[config.mk]
export PLATFORM = sky130hd
export DESIGN_NAME = seq_divider
export DESIGN_NICKNAME = d
export VERILOG_FILES = /design/src/rtl/seq_divider.sv
export SDC_FILE = /design/constraint.sdc
export NUM_CORES = 1
export LEC_CHECK = 0
export ABC_AREA = 1
export CAP_MARGIN = 5
export CORE_MARGIN = 3
export CORE_UTILIZATION = 45
export DETAILED_ROUTE_END_ITERATION = 10
export GPL_ROUTABILITY_DRIVEN = 0
export PLACE_DENSITY = 0.71
export SYNTH_ARGS = -nofsm -noshare
export SYNTH_HDL_FRONTEND = slang
export SYNTH_SLANG_ARGS = --single-unit
export TNS_END_PERCENT = 30
[constraint.sdc]
create_clock -name clk -period 1.8 [get_ports clk]
set_input_delay 0.36 -clock clk [delete_from_list [all_inputs] [get_ports clk]]
set_output_delay 0.36 -clock clk [all_outputs]
set_load 0.05 [all_outputs]
[src/rtl/seq_divider.sv]
// rtl/seq_divider.sv - multi-cycle restoring divider with start/ready handshake (optional SIGNED_DIV_EN)
module seq_divider #(
    parameter int WIDTH = 8
) (
    input  logic             clk,
    input  logic             reset,
    input  logic             en,
    input  logic [WIDTH-1:0] A,
    input  logic [WIDTH-1:0] B,
    output logic [WIDTH-1:0] Quotient,
    output logic [WIDTH-1:0] Remainder,
    output logic             ready,
    output logic             busy,
    output logic             div_by_zero
);

    localparam int CW = (WIDTH > 2) ? $clog2(WIDTH) : 1;
    localparam logic [CW-1:0] LAST_COUNT = CW'(WIDTH - 1);

    typedef enum logic [1:0] {
        S_IDLE,
        S_ITER,
        S_DONE
    } state_t;

    state_t r_state;
    state_t w_next;

    logic [WIDTH-1:0] r_dvd;
    logic [WIDTH-1:0] r_dvs;
    logic [WIDTH-1:0] r_rem;
    logic [CW-1:0]    r_count;

    logic             w_start;
    logic             w_last;
    logic             w_b_zero;
    logic [WIDTH-1:0] w_a_mag;
    logic [WIDTH-1:0] w_b_mag;
    logic [WIDTH:0]   w_shift;
    logic [WIDTH:0]   w_trial;
    logic             w_qbit;
    logic [WIDTH-1:0] w_rem_next;
    logic [WIDTH-1:0] w_dvd_next;
    logic [WIDTH-1:0] w_q_fix;
    logic [WIDTH-1:0] w_r_fix;

`ifdef SIGNED_DIV_EN
    logic r_neg_q;
    logic r_neg_r;
    logic w_a_neg;
    logic w_b_neg;

    // Signed operands are reduced to magnitudes at start; signs are re-applied on completion
    always_comb begin
        w_a_neg = A[WIDTH-1];
        w_b_neg = B[WIDTH-1];
        w_a_mag = w_a_neg ? (~A + 1'b1) : A;
        w_b_mag = w_b_neg ? (~B + 1'b1) : B;
        w_q_fix = r_neg_q ? (~w_dvd_next + 1'b1) : w_dvd_next;
        w_r_fix = r_neg_r ? (~w_rem_next + 1'b1) : w_rem_next;
    end
`else
    // Unsigned build: operands and results pass straight through
    always_comb begin
        w_a_mag = A;
        w_b_mag = B;
        w_q_fix = w_dvd_next;
        w_r_fix = w_rem_next;
    end
`endif

    // One restoring step: shift in the next dividend bit, trial subtract, keep or restore.
    // The trial is WIDTH+1 bits so its MSB is the borrow.
    always_comb begin
        w_shift    = {r_rem, r_dvd[WIDTH-1]};
        w_trial    = w_shift - {1'b0, r_dvs};
        w_qbit     = ~w_trial[WIDTH];
        w_rem_next = w_qbit ? w_trial[WIDTH-1:0] : w_shift[WIDTH-1:0];
        w_dvd_next = {r_dvd[WIDTH-2:0], w_qbit};
    end

    // State register
    always_ff @(posedge clk or posedge reset) begin
        if (reset) begin
            r_state <= S_IDLE;
        end else begin
            r_state <= w_next;
        end
    end

    // Next-state logic; en is only honoured when not iterating
    always_comb begin
        w_next   = r_state;
        w_start  = 1'b0;
        w_last   = 1'b0;
        w_b_zero = (B == '0);
        case (r_state)
            S_IDLE, S_DONE: begin
                if (en) begin
                    w_start = 1'b1;
                    w_next  = w_b_zero ? S_DONE : S_ITER;
                end
            end
            S_ITER: begin
                if (r_count == LAST_COUNT) begin
                    w_last = 1'b1;
                    w_next = S_DONE;
                end
            end
            default: w_next = S_IDLE;
        endcase
    end

    // Datapath and registered outputs; results only update on completion or divide-by-zero start
    always_ff @(posedge clk or posedge reset) begin
        if (reset) begin
            r_dvd       <= '0;
            r_dvs       <= '0;
            r_rem       <= '0;
            r_count     <= '0;
            Quotient    <= '0;
            Remainder   <= '0;
            ready       <= 1'b0;
            busy        <= 1'b0;
            div_by_zero <= 1'b0;
`ifdef SIGNED_DIV_EN
            r_neg_q     <= 1'b0;
            r_neg_r     <= 1'b0;
`endif
        end else if (w_start) begin
            if (w_b_zero) begin
                Quotient    <= '1;
                Remainder   <= A;
                div_by_zero <= 1'b1;
                ready       <= 1'b1;
                busy        <= 1'b0;
            end else begin
                r_dvd   <= w_a_mag;
                r_dvs   <= w_b_mag;
                r_rem   <= '0;
                r_count <= '0;
                ready   <= 1'b0;
                busy    <= 1'b1;
`ifdef SIGNED_DIV_EN
                r_neg_q <= w_a_neg ^ w_b_neg;
                r_neg_r <= w_a_neg;
`endif
            end
        end else if (r_state == S_ITER) begin
            r_dvd   <= w_dvd_next;
            r_rem   <= w_rem_next;
            r_count <= r_count + 1'b1;
            if (w_last) begin
                Quotient    <= w_q_fix;
                Remainder   <= w_r_fix;
                ready       <= 1'b1;
                busy        <= 1'b0;
                div_by_zero <= 1'b0;
            end
        end
    end

endmodule

Word level (Yosys, flattened, before mapping)
Index checks and enable logic that the tools add are counted.
- bits in registers: 48
- output and inout bits: 19
- logic and storage cells: 67
- add/sub/neg operators: 2
- eq/ne operators: 7
- multiplexer cells: 36
- bitwise gates (word level): 2
- reduce and logical (&&, ||, !) cells: 10
- operators by type and width (kind ; number):
    two-way mux 8 bit ; 15
    two-way mux 1 bit ; 14
    two-way mux 3 bit ; 3
    subtractor 9 x 8 -> 9 bit ; 1
    logical NOT 8 bit ; 1
    AND reduction 2 bit ; 4
    two-way mux 2 bit ; 3
    inequality test 2 bit (second input constant) ; 3
    one-hot mux 2 bit (2 select lines) ; 1
    nonzero test 2 bit ; 2
    adder 3 x 1 -> 3 bit (second input constant) ; 1
    equality test 3 bit (second input constant) ; 1
    AND reduction 3 bit ; 1
    equality test 2 x 1 -> 1 bit (second input constant) ; 1
    equality test 2 bit (second input constant) ; 1
    logical NOT 2 bit ; 1
    inequality test 2 x 1 -> 1 bit (second input constant) ; 1
    inverter 1 bit ; 2
    OR reduction 2 bit ; 1

Logic depth before layout (Yosys ltp)
- word-level depth: 6
- mapped depth: 14

Worst setup path after synthesis
Ideal clock, no wire load.
- path type: register to register
- from: register r_dvd[7]
- to: register Remainder[7]
- library setup time: 113 ps
- arrival: 1736 ps
- required time: 1687 ps
- setup slack: -49 ps
- stages on the path, launching flop included: 15
- clock period less this slack: 1849 ps
- path through: dfrtp_1 > inv_1 > ha_1 > inv_1 > fa_1 > nand2_1 > nand2_1 > nand3_1 > nand2_1 > nand2_1 > nand2_2 > nand3_1 > nand3_1 > nand2_1 > inv_1
- longest elaborated chain between the ends: 5
- ends and longest elaborated chain (item ; line ; source):
    start, declared ; 29 ; logic [WIDTH-1:0] r_dvd;
    start signal, assigned ; 138 ; r_dvd <= w_a_mag;
    start signal, assigned ; 150 ; r_dvd <= w_dvd_next;
    subtractor 9 x 8 -> 9 bit ; 76 ; w_trial = w_shift - {1'b0, r_dvs};
    two-way mux 8 bit ; 78 ; w_rem_next = w_qbit ? w_trial[WIDTH-1:0] : w_shift[WIDTH-1:0];
    two-way mux 8 bit ; 153 ; if (w_last) begin
    two-way mux 8 bit ; 149 ; end else if (r_state == S_ITER) begin
    two-way mux 8 bit ; 130 ; end else if (w_start) begin
    end signal, assigned ; 155 ; Remainder <= w_r_fix;
    end, declared ; 11 ; output logic [WIDTH-1:0] Remainder,
Every way passes these cells. The select of a mux whose other input is x is not followed.
A chain may end at the register's enable or synchronous reset.

Final worst setup path
- from: register r_dvd[7]
- to: register r_rem[6]
- longest elaborated chain between the ends: 4
- ends and longest elaborated chain (item ; line ; source):
    subtractor 9 x 8 -> 9 bit ; 76 ;
    two-way mux 8 bit ; 78 ;
    two-way mux 8 bit ; 149 ;
    two-way mux 8 bit ; 130 ;
    end signal, assigned ; 151 ; r_rem <= w_rem_next;
    end, declared ; 31 ; logic [WIDTH-1:0] r_rem;
Every way passes these cells. The select of a mux whose other input is x is not followed.

==> metrics.cfg <==
[run_status]
status = finished with violations
violations = negative setup slack

[clock_tree]
cts_sinks = 48
clkTransAtPathRegs_ps = 80
clk_latency_ps = 300
cts.htree.levels = 2
cts-root-buf = clkbuf_8
cts_tree = built
cts.hold.buffers_added = 0
numCtsBuffers = 5
clock_path_buffers = 2

[sta]
drv_slew = 0
setup_viol = 18
fmax_mhz = 516
worst_pin_slew_ps = 334
finalHoldViolations = 0
slew_headroom_pct = 77.7
min_period_ps = 1940
skew_ps = 9.78
finalWorstSetupSlack_ps = -137
rsz0062_at_grt = yes
fin_crit_sh_pct = 108

[floorplanning]
row_count = 27
die_height_um = 82.5
dieArea_mm2 = 0.00680
core_mm2 = 0.00557
die_w_um = 82.5
num_io_pins = 38
start_util_pct = 47.2

[yosys]
synth_top_area_share_pct = 45.7
syn_area_per_cell_um2 = 7.62
synth_cell_types = 28
yosysSeqAreaShare_pct = 45.7
yosys.area.top_type = dfrtp_1
syn-num-nets = 375
syn_inst = 345
yosysWarnings = 0
synth_seq_cells = 48
synth_ff_type = dfrtp_1
synth_area_mm2 = 0.00263
synth-edff-count = 0
async_reset_ff_share_pct = 100
ys_top_cells_by_area = dfrtp_1 46%, nand2_1 16%, nand3_1 6.3%

[routing]
wl_per_cell_um = 13.7
via_per_inst = 4.95
drt_iter0_drc = 117
routed_wl_um = 6530
postRouteAntennaNets = 0
first_pass_iters = 5
vias = 2368
drc = 0

[job]
maxCapViolCount = 0

[critical_path]
worstPathCellList = inv_1 -> ha_1 -> inv_2 -> fa_2 -> nand2_2 -> nand2_2 -> nand3_4 -> nand2_4 -> nand2_4 -> nand2_4 -> nand3_2 -> nand2_1 -> nand2_1 -> nand2_1
cp.arrival_ps = 2130
crit_path_max_fanout = 4
startpoint_type = flip-flop
r2r_setup_slack_ps = -140
slowest_delay_ps = 390
worstSetupPathType = flip-flop to flip-flop
cp.required_ps = 1990
end_kind = flip-flop
critPathSlowestCell = dfrtp_1

[global_route]
grt_pass1_wl_um = 10300
antenna_found_initial = 0
grt_max_degree = 49
grt_use_total_pct = 20.0
grt_overflow = 0
grt_pass1_vias = 2189

[finish]
drive_gt1_share_pct = 23.2
final_nets = 437
diodes = 0
area_growth_pct = 32.7
post-route-util_pct = 62.6
nFillCells = 489

[hold_path]
hp-class = input pin to asynchronous set/reset pin

[placement]
portBuffers = 37
dp_hpwl_um = 4440

==> cells in the mapped netlist, types with 4 or more instances <==
library cell / number
ha_1: 10
o21ai_1: 14
a31oi_1: 8
nand3_1: 33
nor2_1: 27
inv_2: 4
dfrtp_1: 48
buf_2: 4
a21oi_1: 10
or2_1: 8
inv_1: 40
nand2_1: 113
==> metrics by stage <==
| step | area, um^2 | setup TNS [ps] | hold WS, ps | setup WS (ps) | std cells |
|---|---|---|---|---|---|
| finish | 3490 | -1490 | 410 | -137 | 478 |
| global route | 3490 | -3290 | 437 | -222 | 478 |
| CTS | 3440 | -527 | 423 | -53.3 | 476 |
| detailed placement | 3200 | -3260 | 480 | -150 | 469 |
| global placement | 3200 | -2010 | 465 | -115 | 469 |
| floorplan | 2630 | 0 | 446 | 1.99 | 345 |
==> path summary, 6_finish.rpt <==
check,from,to,cells past startpoint
worst min-delay path,reset,r_count[1],3
worst max register to register,r_dvd[7],r_rem[6],14
max in group asynchronous,reset,busy,3
min in group clk,Quotient[7],Quotient[7],2
worst min register to register,Quotient[7],Quotient[7],2
worst max-delay path,r_dvd[7],r_rem[6],14
==> cell usage in the layout (no fill, tap or decap) <==
master,netlist,final
nand3_2,0,14
xor2_1,2,2
a31oi_1,8,8
nand2_8,0,1
buf_4,2,43
nand4_1,1,1
nand3_4,0,2
inv_2,4,6
ha_1,10,10
bufinv_16,0,1
nand3_1,33,17
a21oi_2,3,4
or2_1,8,8
a21oi_4,0,1
inv_1,40,38
nand2_4,1,6
fa_2,0,1
o21ai_2,1,1
nor2_1,27,26
a21oi_1,10,8
clkdlybuf4s50_1,0,18
clkbuf_8,0,5
o21ai_0,1,1
nor2_4,1,1
buf_12,0,2
nand2_1,113,108
dfrtp_1,48,48
o31ai_1,2,2
nor2_2,0,1
a22o_1,2,2
buf_6,1,1
nand2_2,3,4
xnor2_1,1,1
o21ai_1,14,14
==> kinds of logic after synthesis <==
| family | Yosys count | share of synthesized area, % |
|---|---|---|
| compound gates | 41 | 9.23 |
| xor+xnor | 3 | 0.999 |
| fa+ha+maj | 11 | 5.52 |
| buf+inv | 55 | 8.61 |
| flops | 48 | 45.7 |
| simple gates | 187 | 30.0 |
==> flip-flops by register name (all words and copies together) (netlist names) <==
register and cells:
r_count 3, Quotient 8, div_by_zero 1, Remainder 8, r_dvs 8, r_rem 8, r_dvd 8, ready 1
busy 1, r_state 2
==> routing by layer <==
layer / global-route usage [%] / share of wire (%) / wire length (um)
met3: 3.47 / 5.0 / 325
met5: 0 / 0 / 0
met4: 7.14 / 1.5 / 99
met2: 31.0 / 48 / 3110
met1: 28.1 / 46 / 2990
==> worst max-delay path: cells and delay by family (launching register included) <==
kind / cells / cell delay [ps]
simple gates: 10 / 850
buf+inv: 2 / 100
fa+ha+maj: 2 / 500
flops: 1 / 390
==> what timing repair did <==
action                     CTS  global route
setup buffers                0             1
pin swaps                   10             2
gates cloned                 1             1
resized for setup           29             7
setup endpoints to repair   18            21
hold endpoints to repair     0             0
==> area by class of cell <==
type	count	area, um^2	area share (%)
Multi-Input combinational cell	244	1380	39.6
Inverter	44	165	4.73
Timing Repair Buffer	64	554	15.9
Clock inverter	1	30.0	0.860
Clock buffer	5	68.8	1.97
Sequential cell	48	1200	34.4
Tap cell	72	90.1	2.58
Power is not shown: default switching activity piles up to over one toggle a cycle in this logic, so the estimate is an artifact.
